File: config.mk
export PLATFORM = sky130hd
export DESIGN_NAME = pe_tile_scheduler
export DESIGN_NICKNAME = d
export VERILOG_FILES = /design/src/rtl/pe_tile_scheduler_pkg.sv /design/src/rtl/pe_tile_scheduler.sv
export SDC_FILE = /design/constraint.sdc
export NUM_CORES = 1
export LEC_CHECK = 0
export ABC_AREA = 1
export CAP_MARGIN = 20
export CORE_MARGIN = 10
export CORE_UTILIZATION = 45
export DETAILED_ROUTE_END_ITERATION = 6
export PLACE_DENSITY = 0.79
export SYNTH_ARGS = -nofsm -noshare
export SYNTH_HDL_FRONTEND = slang
export SYNTH_SLANG_ARGS = --single-unit
File: constraint.sdc
create_clock -name clk -period 5.8 [get_ports clk]
set_clock_uncertainty 0.2 [all_clocks]
set_input_delay 1.74 -clock clk [delete_from_list [all_inputs] [get_ports clk]]
set_output_delay 1.74 -clock clk [all_outputs]
set_load 0.02 [all_outputs]
File: src/rtl/pe_tile_scheduler_pkg.sv
// Shared constants for the PE tile scheduler: FSM encodings (equal to top_level_state values)
// and peArray geometry.
package pe_tile_scheduler_pkg;

    localparam logic [2:0] ST_IDLE   = 3'd0;
    localparam logic [2:0] ST_LOAD_W = 3'd1;
    localparam logic [2:0] ST_CALC   = 3'd3;
    localparam logic [2:0] ST_FLUSH  = 3'd4;
    localparam logic [2:0] ST_DONE   = 3'd5;

    localparam int PE_LAT = 3;
    localparam int TN     = 16;
    localparam int TM     = 4;

    // Last CALC count: the streamed pixels plus the peArray pipeline drain.
    function automatic logic [8:0] calc_last(input logic [7:0] ts);
        return {1'b0, ts} + 9'(PE_LAT);
    endfunction

endpackage

File: src/rtl/pe_tile_scheduler.sv
// Sequences one convolution tile through peArray: weight loads, pixel streaming per
// input group, and psum-buffer handoff per output group.
module pe_tile_scheduler
    import pe_tile_scheduler_pkg::*;
#(
    parameter int IG_W = 4,
    parameter int OG_W = 4,
    parameter int DA_W = 12
) (
    input  logic                 clk,
    input  logic                 rst,
    input  logic                 start,
    input  logic [7:0]           cfg_tile_size,
    input  logic [IG_W-1:0]      cfg_in_grp,
    input  logic [OG_W-1:0]      cfg_out_grp,
    input  logic [7:0]           cfg_pb_base,
    output logic                 w_req,
    output logic [IG_W+OG_W-1:0] w_grp,
    input  logic                 w_ack,
    output logic                 d_re,
    output logic [DA_W-1:0]      d_ra,
    output logic [2:0]           top_level_state,
    output logic [7:0]           pb_addr,
    output logic                 new_tile,
    output logic [7:0]           tile_size,
    input  logic                 pe_finish_flg,
    output logic                 post_req,
    input  logic                 post_ack,
    output logic                 busy,
    output logic                 done,
    output logic                 err_timeout
);

    logic [2:0]      state_q, state_d;
    logic [8:0]      cnt_q, cnt_d;
    logic [IG_W-1:0] ig_q, ig_d;
    logic [OG_W-1:0] og_q, og_d;
    logic [DA_W-1:0] ig_base_q, ig_base_d;
    logic [7:0]      tile_size_q, tile_size_d;
    logic [7:0]      pb_base_q, pb_base_d;
    logic [IG_W-1:0] in_grp_q, in_grp_d;
    logic [OG_W-1:0] out_grp_q, out_grp_d;
    logic            err_q, err_d;
    logic [DA_W-1:0] ig_step;

    // Each input group occupies tile_size+1 consecutive data-buffer words.
    assign ig_step = DA_W'(tile_size_q) + DA_W'(1);

    always_comb begin
        state_d     = state_q;
        cnt_d       = cnt_q;
        ig_d        = ig_q;
        og_d        = og_q;
        ig_base_d   = ig_base_q;
        tile_size_d = tile_size_q;
        pb_base_d   = pb_base_q;
        in_grp_d    = in_grp_q;
        out_grp_d   = out_grp_q;
        err_d       = err_q;
        case (state_q)
            ST_IDLE: begin
                if (start) begin
                    state_d     = ST_LOAD_W;
                    tile_size_d = cfg_tile_size;
                    pb_base_d   = cfg_pb_base;
                    in_grp_d    = cfg_in_grp;
                    out_grp_d   = cfg_out_grp;
                    ig_d        = '0;
                    og_d        = '0;
                    ig_base_d   = '0;
                    cnt_d       = '0;
                    err_d       = 1'b0;
                end
            end
            ST_LOAD_W: begin
                if (w_ack) begin
                    state_d = ST_CALC;
                    cnt_d   = '0;
                end
            end
            ST_CALC: begin
                // The schedule never stalls: a missing finish flag is only recorded.
                if (cnt_q == calc_last(tile_size_q)) begin
                    if (!pe_finish_flg) begin
                        err_d = 1'b1;
                    end
                    if (ig_q < in_grp_q) begin
                        ig_d      = ig_q + 1'b1;
                        ig_base_d = ig_base_q + ig_step;
                        state_d   = ST_LOAD_W;
                    end else begin
                        state_d = ST_FLUSH;
                    end
                end else begin
                    cnt_d = cnt_q + 1'b1;
                end
            end
            ST_FLUSH: begin
                if (post_ack) begin
                    if (og_q < out_grp_q) begin
                        og_d      = og_q + 1'b1;
                        ig_d      = '0;
                        ig_base_d = '0;
                        state_d   = ST_LOAD_W;
                    end else begin
                        state_d = ST_DONE;
                    end
                end
            end
            ST_DONE: begin
                state_d = ST_IDLE;
            end
            default: begin
                state_d = ST_IDLE;
            end
        endcase
    end

    always_ff @(posedge clk or posedge rst) begin
        if (rst) begin
            state_q     <= ST_IDLE;
            cnt_q       <= '0;
            ig_q        <= '0;
            og_q        <= '0;
            ig_base_q   <= '0;
            tile_size_q <= '0;
            pb_base_q   <= '0;
            in_grp_q    <= '0;
            out_grp_q   <= '0;
            err_q       <= 1'b0;
        end else begin
            state_q     <= state_d;
            cnt_q       <= cnt_d;
            ig_q        <= ig_d;
            og_q        <= og_d;
            ig_base_q   <= ig_base_d;
            tile_size_q <= tile_size_d;
            pb_base_q   <= pb_base_d;
            in_grp_q    <= in_grp_d;
            out_grp_q   <= out_grp_d;
            err_q       <= err_d;
        end
    end

    // Outputs decode straight from flops so an async reset clears them immediately.
    assign top_level_state = state_q;
    assign busy            = (state_q != ST_IDLE);
    assign done            = (state_q == ST_DONE);
    assign w_req           = (state_q == ST_LOAD_W);
    assign post_req        = (state_q == ST_FLUSH);
    assign w_grp           = {og_q, ig_q};
    assign d_re            = (state_q == ST_CALC) && (cnt_q <= {1'b0, tile_size_q});
    assign d_ra            = d_re ? (ig_base_q + DA_W'(cnt_q)) : '0;
    assign new_tile        = (state_q == ST_CALC) && (ig_q == '0);
    assign tile_size       = tile_size_q;
    assign pb_addr         = pb_base_q;
    assign err_timeout     = err_q;

endmodule

# Yosys cells after proc, flatten, opt, wreduce, memory -nomap -nowiden
# Cells that the tools add are included.
[totals]
output_inout_bits = 46
ramBits = 0
in_bits = 30
elab_cells = 79
latch_bits = 0
reg_bits = 57
romBits = 0
memories = 0
[classes]
n_div = 0
order_cmp = 3
reduce_logical = 15
bitwise = 0
mux = 31
n_eq_ne = 13
mul = 0
n_addsub = 7
n_shift = 0
[ops]
columns = ["cell", "count"]
rows = [
  ["two-way mux 12 bit", 6],
  ["case mux 12 bit (3 select lines)", 1],
  ["two-way mux 4 bit", 7],
  ["two-way mux 9 bit", 3],
  ["case mux 9 bit (3 select lines)", 1],
  ["adder 12 x 9 -> 12 bit", 2],
  ["two-way mux 3 bit", 6],
  ["AND reduction 4 bit", 4],
  ["case mux 3 bit (4 select lines)", 1],
  ["case mux 4 bit (3 select lines)", 1],
  ["inequality test 2 bit, second input constant", 5],
  ["adder 8 x 1 -> 9 bit, second input constant", 1],
  ["adder 8 x 2 -> 9 bit, second input constant", 1],
  ["adder 9 x 1 -> 9 bit, second input constant", 1],
  ["equality test 9 bit", 1],
  ["less-or-equal comparator 9 x 8 -> 1 bit", 1],
  ["nonzero test 3 bit", 3],
  ["adder 4 x 1 -> 4 bit, second input constant", 2],
  ["less-than comparator 4 bit", 2],
  ["case mux 4 bit (2 select lines)", 1],
  ["equality test 3 bit, second input constant", 2],
  ["inequality test 2 x 1 -> 1 bit, second input constant", 3],
  ["AND reduction 6 bit", 1],
  ["logical NOT 4 bit", 1],
  ["other kinds (8)", 12],
]

# Logic depth before layout (Yosys ltp)
# Gate-level depths: netlist (run 1).
[depth]
ltp_word = 5
ltp_mapped = 16
mapped_depth_nobuf = 15

# Worst setup path after synthesis (run 1)
# OpenSTA, ideal clock, no wires.
[synth_timing]
path_type = "register to output"
startpoint = "reg tile_size_q[2], in the netlist tile_size[2]"
endpoint = "out d_ra[0]"
path_slack_ns = 1.825
required_ns = 3.860
stages_incl_launch_ff = 12
t_arrival_ns = 2.035
path_buffers = 1
cell_sequence = "dfrtp_1 inv_2 ha_1 a21oi_1 o21a_1 o21ai_0 nand2_1 a21oi_1 nor2_1 nand2_1 clkbuf_1 nor2_1"
[synth_between]
elab_chain_len = 3
[synth_rtl]
columns = ["item", "line_no", "source"]
rows = [
  ["start: declaration", "pe_tile_scheduler.sv:39", "logic [7:0] tile_size_q, tile_size_d;"],
  ["start signal: assignment", "pe_tile_scheduler.sv:137", "tile_size_q <= tile_size_d;"],
  ["less-or-equal comparator 9 x 8 -> 1 bit", "pe_tile_scheduler.sv:152", "assign d_re = (state_q == ST_CALC) && (cnt_q <= {1'b0, tile_size_q});"],
  ["logical AND 1 bit", "pe_tile_scheduler.sv:152", ""],
  ["two-way mux 12 bit", "pe_tile_scheduler.sv:153", "assign d_ra = d_re ? (ig_base_q + DA_W'(cnt_q)) : '0;"],
  ["end: declaration", "pe_tile_scheduler.sv:21", "output logic [DA_W-1:0] d_ra,"],
]
# Every way passes these cells.

# Final worst setup path (run 1)
[layout_timing]
startpoint = "reg cnt_q[4]"
endpoint = "out d_ra[9]"
[layout_between]
elab_chain_len = 3
word_cells_on_any_way = 4
cone_classes = "add/sub (1); order compare (1); mux (1); reduce/logical (1)"
[layout_rtl]
columns = ["item", "line_no", "source"]
rows = [
  ["start: declaration", "pe_tile_scheduler.sv:35", "logic [8:0] cnt_q, cnt_d;"],
  ["start signal: assignment", "pe_tile_scheduler.sv:133", "cnt_q <= cnt_d;"],
  ["branches (longest 2 deep; another with adder 12 x 9 -> 12 bit)", "--", ""],
  ["two-way mux 12 bit *", "pe_tile_scheduler.sv:153", ""],
]
# Every way passes the cells marked *.

==> results.ini, run 1 <==
[status]
status=finished, final reports clean

[timing]
setup_slack_ns=0.981
fin_crit_sh_pct=83.1
worstMarginPinSlew_ns=0.601
final_max_slew_viol_count=0
rsz0062_at_grt=false
hold_viol_final=0
fin_tns_setup_ns=0
setup_viol=0
clock.fmax_mhz=208
fin_crit_ns=4.82
slew_headroom_pct=59.9

[die]
ioPinCount=76
initial_core_util_pct=45.9
die_area_sq_mm=0.0136
die_x_um=117
core-area_sq_mm=0.00915
fp.dieH_um=117
rows=35

[layout]
diodes=0
final_util_pct=57.4
register_area_sq_mm=0.00143
fillerInstances=834
post_route_cells_drive_above_1_share_pct=7.73
multi_input_area_sq_mm=0.00246
nets=736
syn_to_final_growth_pct=24.9

[routing]
initialDrtViolationCount=261
drc_errors=0
drtAntennaViolNets=0
wl_per_cell_um=14.7
routed_wl_um=11500
dr_total_vias=4121
via_per_inst=5.26
dr.pass1.iters=5

[synthesis]
yosysTopAreaCell=dfrtp_1
avgSynthCellArea_sq_um=7.12
ys_ff_latch=57
yosys-top-cells-area=dfrtp_1, nand2_1, ha_1, inv_1, nand3_1
seq_area_frac_synth_pct=33.9
yosys_warnings=0
synthDistinctLibCells=37
synthFlopType=dfrtp_1
synth_most_common_cell=nand2_1
synth_top_area_share_pct=33.9
synth_edf_count=0
async_reset_ff_share_pct=100
syn_area_sq_mm=0.00420
synth_common_cells=nand2_1, inv_1, dfrtp_1
synth_nets=658
synth_cells=590

[power_and_ir_drop]
ir_drop_mv=0.287
powerDensity_mw_per_mm2=488
p_leak_nw=2.62

[critical_path]
regToRegStartpoint=tile_size[1]
startpoint=cnt_q[4]
crit_type=reg -> out
crit_path_frequent_cell=nand2_1
worstSetupStartpointType=flip-flop
cp_num_buf_inv=2
reg2reg_slack_ns=3.20
arrival_ns=2.88
required_ns=3.86
worstSetupEndpointType=output port
worstPathCellList=ha_1 > inv_1 > nor3_1 > nand2_1 > nand2_1 > nand2_1 > nand2_1 > o21ai_0 > or2_2 > nand2_1 > nor2_1 > clkdlybuf4s50_1
crit_family=simple AND/OR/NAND/NOR gates
cp_max_fo=8
reg2reg_to=ig_base_q[1]
worstRegToRegCells=15
cp_slowest_stage_delay_ns=0.55
cp_slowest_cell=clkdlybuf4s50_1

[place]
pre_cts_ws_ns=1.34
gp_congestion=0.916
dp_hpwl_um=8830
portBuffers=75

[global_route]
grt_pass1_vias=4251
grt_max_degree=41
antenna_found_initial=0
grt-ovfl-total=0
track_usage_pct=18.1
grt_pass1_wl_um=19900

[cts]
cts.reportedPaths.clkPinSlew_ns=0.07
clkLatencyLatePin_ns=0.34
h-tree-depth=3
ctsLongestPathBuffers=2
cts_buffers=9
postCtsHoldBufs=0
cts_sinks=57
cts_resized=0
cts_root_buffer=clkbuf_8
cts_setup_buffers=0
tritoncts=done

[hold_path]
hp-start=pb_addr[5]
holdPathStages=2
hp-class=reg -> reg
hold_end=pb_addr[5]

[job]
cap_violations=0

registers in the layout, summed over array words and instances, names as in the netlist:
name and count:
out_grp_q 4, err_timeout 1, tile_size 8, ig_base_q 12, cnt_q 9, og_q 4
pb_addr 8, ig_q 4, in_grp_q 4, top_level_state 3
layout by cell type, fill, tap and decap left out, drive strengths merged, types with 3 or more instances in the layout:
cell and instances:
o21ai 45, buf 4, ha 36, clkbuf 13, a21oi 31, a21o 4
xnor2 8, or2 3, inv 69, nand2 188, nor3 3, o21a 3
dfrtp 57, nand4 4, clkdlybuf4s50 75, nand3 46, nor2 61, xor2 7
cell type report:
class | instances | share of cell area [%]
clock buffer | 13 | 2.84
clock inverter | 3 | 0.763
inverter | 69 | 4.93
multi-input combinational | 452 | 46.8
sequential | 57 | 27.2
tap | 111 | 2.65
timing repair buffer | 79 | 14.9
how the worst max path moves through the flow:
stage,to,slack [ns],cells after the start
floorplan,d_ra[0],1.83,11
global placement,d_ra[9],1.36,11
detailed placement,d_ra[2],1.34,11
CTS,d_ra[2],0.96,11
global route,d_ra[10],0.67,11
finish,d_ra[9],0.98,12
logic make-up after synthesis:
family,count (synthesis),share of synthesized area (%)
AND/OR/NAND/NOR,310,32.2
AO/OA/AOI/OAI,89,11.4
buffers and inverters,81,7.68
flip-flops,57,33.9
adder cells (fa/ha/maj),38,11.7
XOR/XNOR,15,3.13
per-layer routing:
layer	track usage, %	wire length [um]	share of wire [%]	vias to the layer above
li1	-	-	-	2064
met2	30.8	5570	48	130
met5	0	0	0	-
met4	5.52	151	1.3	0
met1	20.7	4700	41	1911
met3	6.73	1060	9.3	16
tightest hold or removal path: stages (launching register included):
cell and delay (ns):
dfrtp_1 0.34, nand2_1 0.05, nand2_1 0.05
power by group:
group          total (mW)  leakage [nW]  internal [mW]  switching, mW
Clock               0.371        0.0974          0.209          0.162
Combinational        1.50          1.79          0.578          0.919
Sequential          0.693         0.738          0.534          0.159
Total                2.56          2.62           1.32           1.24
per-stage QoR:
| step | std cells | hold slack, ns | power, mW | instance area (sq um) |
|---|---|---|---|---|
| after floorplan | 590 | 0.242 | 1.67 | 4200 |
| after global placement | 768 | 0.254 | 2.14 | 5060 |
| after detailed placement | 768 | 0.261 | 2.19 | 5060 |
| after CTS | 784 | 0.275 | 2.58 | 5250 |
| after global routing | 784 | 0.290 | 2.81 | 5250 |
| final | 784 | 0.271 | 2.56 | 5250 |
No activity file was read; power rests on OpenSTA's default activity.
==> inputs of run 2 (changes only) <==
--- a/config.mk
+++ b/config.mk
@@ -10,7 +10,7 @@
 export CORE_MARGIN = 10
 export CORE_UTILIZATION = 45
 export DETAILED_ROUTE_END_ITERATION = 6
-export PLACE_DENSITY = 0.79
+export PLACE_DENSITY = 0.82
 export SYNTH_ARGS = -nofsm -noshare
 export SYNTH_HDL_FRONTEND = slang
 export SYNTH_SLANG_ARGS = --single-unit
==> constraint.sdc (replaced) <==
create_clock -name clk -period 3.9 [get_ports clk]
set_clock_uncertainty 0.2 [all_clocks]
set_input_delay 1.17 -clock clk [delete_from_list [all_inputs] [get_ports clk]]
set_output_delay 1.17 -clock clk [all_outputs]
set_load 0.02 [all_outputs]
==> run 2 against run 1 <==
  * Worst setup slack worse by 0.89 ns
  * Critical path depth down 1
  * Hold slack about the same
  * Non-clock buffer count up 14
  * Critical endpoint is now d_ra[10]
==> results.ini, run 2 (synthesis results as in run 1) <==
[timing]
clock.fmax_mhz=262
hold_viol_final=0
setup_viol=0
final_max_slew_viol_count=0
fin_crit_ns=3.81
timing.hold.ws_ns=0.272
slew_headroom_pct=57.4
fin_crit_sh_pct=97.7
worstMarginPinSlew_ns=0.639

[job]
cap_violations=0

[critical_path]
crit_type=reg -> out
arrival_ns=2.44
cp_slowest_stage_delay_ns=0.42
crit_family=simple AND/OR/NAND/NOR gates
cp_slowest_cell=fa_1
worstRegToRegCells=14
crit_path_frequent_cell=nand2_1
cp_max_fo=3
cp_num_buf_inv=1
required_ns=2.53
worstPathCellList=ha_1 > fa_1 > nand3_1 > nand2_1 > nand4_1 > nand2_1 > nand2_1 > a21oi_1 > xor2_1 > nor2_1 > buf_4
path_depth=11
worstSetupStartpointType=flip-flop
worstSetupEndpointType=output port

[layout]
diodes=0
reg_top3=ig_base_q x12, cnt_q x9
final_common_cell=nand2_1
post_route_cells_drive_above_1_share_pct=12.5
nets=750
largest-register=ig_base_q
largest_reg_flops=12
final_cell_mix=nand2_1, inv_1, clkdlybuf4s50_1, dfrtp_1, nor2_1
syn_to_final_growth_pct=29.5

[cts]
h-tree-depth=3
tritoncts=done
cts.reportedPaths.clkPinSlew_ns=0.07
postCtsHoldBufs=0
cts_setup_buffers=0
cts_root_buffer=clkbuf_8
clkLatencyLatePin_ns=0.34
ctsLongestPathBuffers=2
cts_sinks=57
cts_buffers=9

[die]
rows=35
fp.dieH_um=117
initial_core_util_pct=45.9
die_area_sq_mm=0.0136
core-area_sq_mm=0.00915
die_x_um=117
ioPinCount=76

[routing]
initialDrtViolationCount=317
drtAntennaViolNets=0
wl_per_cell_um=15.0
drc_errors=0
dr_total_vias=4148
dr.pass1.iters=5
routed_wl_um=12000
via_per_inst=5.20

[hold_path]
holdPathStages=2
hp-class=reg -> reg

[place]
portBuffers=75
dp_hpwl_um=9200
gp_congestion=0.981

[power_and_ir_drop]
powerDensity_mw_per_mm2=742
p_leak_nw=2.71
ir_drop_mv=0.413
p_total_mw=4.04

[global_route]
antenna_found_initial=0
grt_pass1_vias=4374
grt_pass1_wl_um=20400
grt-ovfl-total=0
grt_max_degree=40
track_usage_pct=18.6

[status]
status=finished, final reports clean

==> run 2: cell count changes in the layout (fill, tap and decap cells not counted), sizes merged <==
| cell | delta |
|---|---|
| buf | +15 |
| clkinv | -2 |
| clkbuf | +5 |
| dlygate4sd2 | +1 |
| clkdlybuf4s50 | -13 |
| clkinvlp | +2 |
| clkdlybuf4s15 | +3 |
| bufinv | +2 |
==> run 2: worst min-delay path, cell delays in order, from the launching register on <==
cell and delay [ns]:
dfrtp_1 0.34, nand2_1 0.05, nand2_1 0.05
==> run 2: per-stage QoR <==
step / setup TNS (ns) / worst slack, ns / cells / area, sq um / utilization (%)
final: 0 / 0.0902 / 797 / 5440 / 59.5
after global routing: -0.00457 / -0.00457 / 797 / 5440 / 59.5
after CTS: 0 / 0.00522 / 797 / 5420 / 59.2
after detailed placement: 0 / 0.0727 / 782 / 5180 / 56.6
after global placement: 0 / 0.185 / 782 / 5180 / 56.6
after floorplan: 0 / 0.495 / 590 / 4200 / -
==> run 2: area by class of cell <==
cell class / count / area, sq um
repair buffers: 93 / 855
clock buffers: 10 / 128
flip-flops and latches: 57 / 1430
well taps: 111 / 139
multi-input cells: 452 / 2530
clock inverters: 5 / 105
inverters: 69 / 259
fillers: 804 / 3710
==> run 2: metal layers <==
layer	global-route usage (%)	share of wire, %	routed length [um]
met1	21.3	42	5050
met3	6.11	9.3	1110
met4	6.92	1.6	192
met5	0	0	0
met2	31.6	47	5620
==> run 2: where the power goes <==
group	switching (mW)	internal (mW)	leakage, nW
clock network	0.252	0.421	0.109
registers	0.189	0.796	0.733
logic	1.46	0.922	1.87
==> run 2: repair_timing <==
item | in CTS | in global routing
hold endpoints to repair | 0 | 0
resized for setup | 17 | 33
endpoints found under the setup margin | 13 | 12
==> run 2: worst paths after layout <==
| check | startpoint | end | slack, ns |
|---|---|---|---|
| max | ig_base_q[0] | d_ra[10] | 0.09 |
| min | pb_addr[7] | pb_addr[7] | 0.27 |
| max reg2reg | tile_size[0] | ig_base_q[10] | 1.23 |
| min reg2reg | pb_addr[7] | pb_addr[7] | 0.27 |
| max in group asynchronous | rst | tile_size[1] | 1.87 |
| min in group asynchronous | rst | ig_base_q[9] | 1.04 |
==> inputs of run 3 (changes only) <==
--- a/config.mk
+++ b/config.mk
@@ -11,6 +11,7 @@
 export CORE_UTILIZATION = 45
 export DETAILED_ROUTE_END_ITERATION = 6
 export PLACE_DENSITY = 0.82
+export SKIP_CTS_REPAIR_TIMING = 1
 export SYNTH_ARGS = -nofsm -noshare
 export SYNTH_HDL_FRONTEND = slang
 export SYNTH_SLANG_ARGS = --single-unit
==> run 3 against run 2 <==
  * Sequential share of layout area down 0.34 points
  * Hold slack about the same
  * Final area up 1.2%
  * Critical path type unchanged
  * Global-route usage down 0.15 points
  * Clock-buffer cell count unchanged
  * Die area unchanged
  * Cell count unchanged
  * Largest cell class unchanged
==> results.ini, run 3 (synthesis results as in run 1) <==
[status]
status=finished, final reports clean

[power_and_ir_drop]
powerDensity_mw_per_mm2=737
ir_drop_mv=0.413
p_leak_nw=2.91

[global_route]
grt_pass1_wl_um=20200
track_usage_pct=18.4
grt-ovfl-total=0
grt_pass1_vias=4345
grt_max_degree=40
antenna_found_initial=0

[layout]
reg_top3=ig_base_q x12, cnt_q x9
final_cell_mix=nand2_1, inv_1, clkdlybuf4s50_1, dfrtp_1, nor2_1
largest-register=ig_base_q
diodes=0
post_route_cells_drive_above_1_share_pct=11.2
nets=750
largest_reg_flops=12
syn_to_final_growth_pct=31.1
final_common_cell=nand2_1

[cts]
tritoncts=done
h-tree-depth=3
cts.reportedPaths.clkPinSlew_ns=0.07
cts_root_buffer=clkbuf_8
ctsLongestPathBuffers=2
clkLatencyLatePin_ns=0.34
cts_sinks=57
cts_buffers=9

[critical_path]
worstRegToRegCells=14
reg2reg_slack_ns=1.23
worstPathCellList=ha_1 > fa_1 > nand3_1 > nand2_1 > nand4_1 > nand2_1 > nand2_1 > a21oi_1 > xor2_1 > nor2_1 > buf_2
crit_type=reg -> out
crit_path_frequent_cell=nand2_1
regToRegStartpoint=tile_size[0]
required_ns=2.53
cp_slowest_stage_delay_ns=0.43
reg2reg_to=ig_base_q[10]
crit_family=adder cells
worstSetupEndpointType=output port
cp_max_fo=3
cp_num_buf_inv=1
worstSetupStartpointType=flip-flop
cp_slowest_cell=fa_1
arrival_ns=2.45

[job]
cap_violations=0

[routing]
wl_per_cell_um=15.1
dr.pass1.iters=5
routed_wl_um=12100
initialDrtViolationCount=304
via_per_inst=5.22
drc_errors=0
drtAntennaViolNets=0
dr_total_vias=4164

[hold_path]
hold_end=pb_addr[7]
hp-start=pb_addr[7]
hp-class=reg -> reg
holdPathStages=2

[die]
initial_core_util_pct=45.9
die_area_sq_mm=0.0136
ioPinCount=76
rows=35
die_x_um=117
fp.dieH_um=117
core-area_sq_mm=0.00915

[timing]
clock.fmax_mhz=262
fin_crit_ns=3.82
setup_viol=0
worstMarginPinSlew_ns=0.648
fin_tns_setup_ns=0
fin_crit_sh_pct=97.8
rsz0062_at_grt=true
final_max_slew_viol_count=0
hold_viol_final=0
setup_slack_ns=0.0849
slew_headroom_pct=56.7

[place]
gp_congestion=0.981
portBuffers=75
dp_hpwl_um=9200
pre_cts_ws_ns=0.0727

-- run 3: changes by cell type in the layout (fill, tap and decap cells not counted), sizes merged --
| cell | delta |
|---|---|
| dlymetal6s2s | +12 |
| dlygate4sd2 | -1 |
| clkbuf | -8 |
| clkdlybuf4s15 | -3 |
-- run 3: worst min-delay path: cells and delay by family, from the launching register on --
| family | cells | cell delay, ns |
|---|---|---|
| DFF | 1 | 0.34 |
| and+or+nand+nor | 2 | 0.10 |
-- run 3: layer usage --
layer | GRT usage [%] | wire length, um | vias up
met3 | 6.01 | 1130 | 18
met4 | 6.67 | 190 | 0
met5 | 0 | 0 | -
met1 | 21.3 | 5080 | 1906
met2 | 31.2 | 5660 | 145
li1 | - | - | 2095
-- run 3: worst max path at each step --
stage | end | slack [ns] | cells past startpoint | startpoint
2_1_floorplan | d_ra[0] | 0.50 | 11 | tile_size[2]
3_3_place_gp | d_ra[9] | 0.19 | 12 | cnt_q[4]
3_5_place_dp | d_ra[10] | 0.07 | 11 | ig_base_q[0]
4_1_cts | d_ra[9] | -0.30 | 12 | ig_base_q[4]
5_1_grt | d_ra[10] | -0.03 | 11 | ig_base_q[0]
6_report | d_ra[10] | 0.08 | 11 | ig_base_q[0]
-- run 3: layout make-up --
cell class                      count  area [sq um]
Clock inverter                      5           105
Fill cell                         790          3640
Multi-Input combinational cell    452          2530
Inverter                           69           259
Clock buffer                       10           128
Timing Repair Buffer               93           923
Tap cell                          111           139
Sequential cell                    57          1430
-- run 3: report_power, final --
part	leakage, nW	internal [mW]	switching, mW
registers	0.735	0.796	0.188
clock network	0.109	0.421	0.251
logic	2.06	0.942	1.46
total	2.91	2.16	1.90
-- run 3: through the flow --
step	hold WS (ns)	cells	util, %	instance area (sq um)	total power, mW
2_1_floorplan	0.242	590	-	4200	2.48
3_3_place_gp	0.254	782	56.6	5180	3.29
3_5_place_dp	0.263	782	56.6	5180	3.34
4_1_cts	0.276	797	59.1	5410	4.04
5_1_grt	0.302	797	60.2	5510	4.42
6_report	0.272	797	60.2	5510	4.06
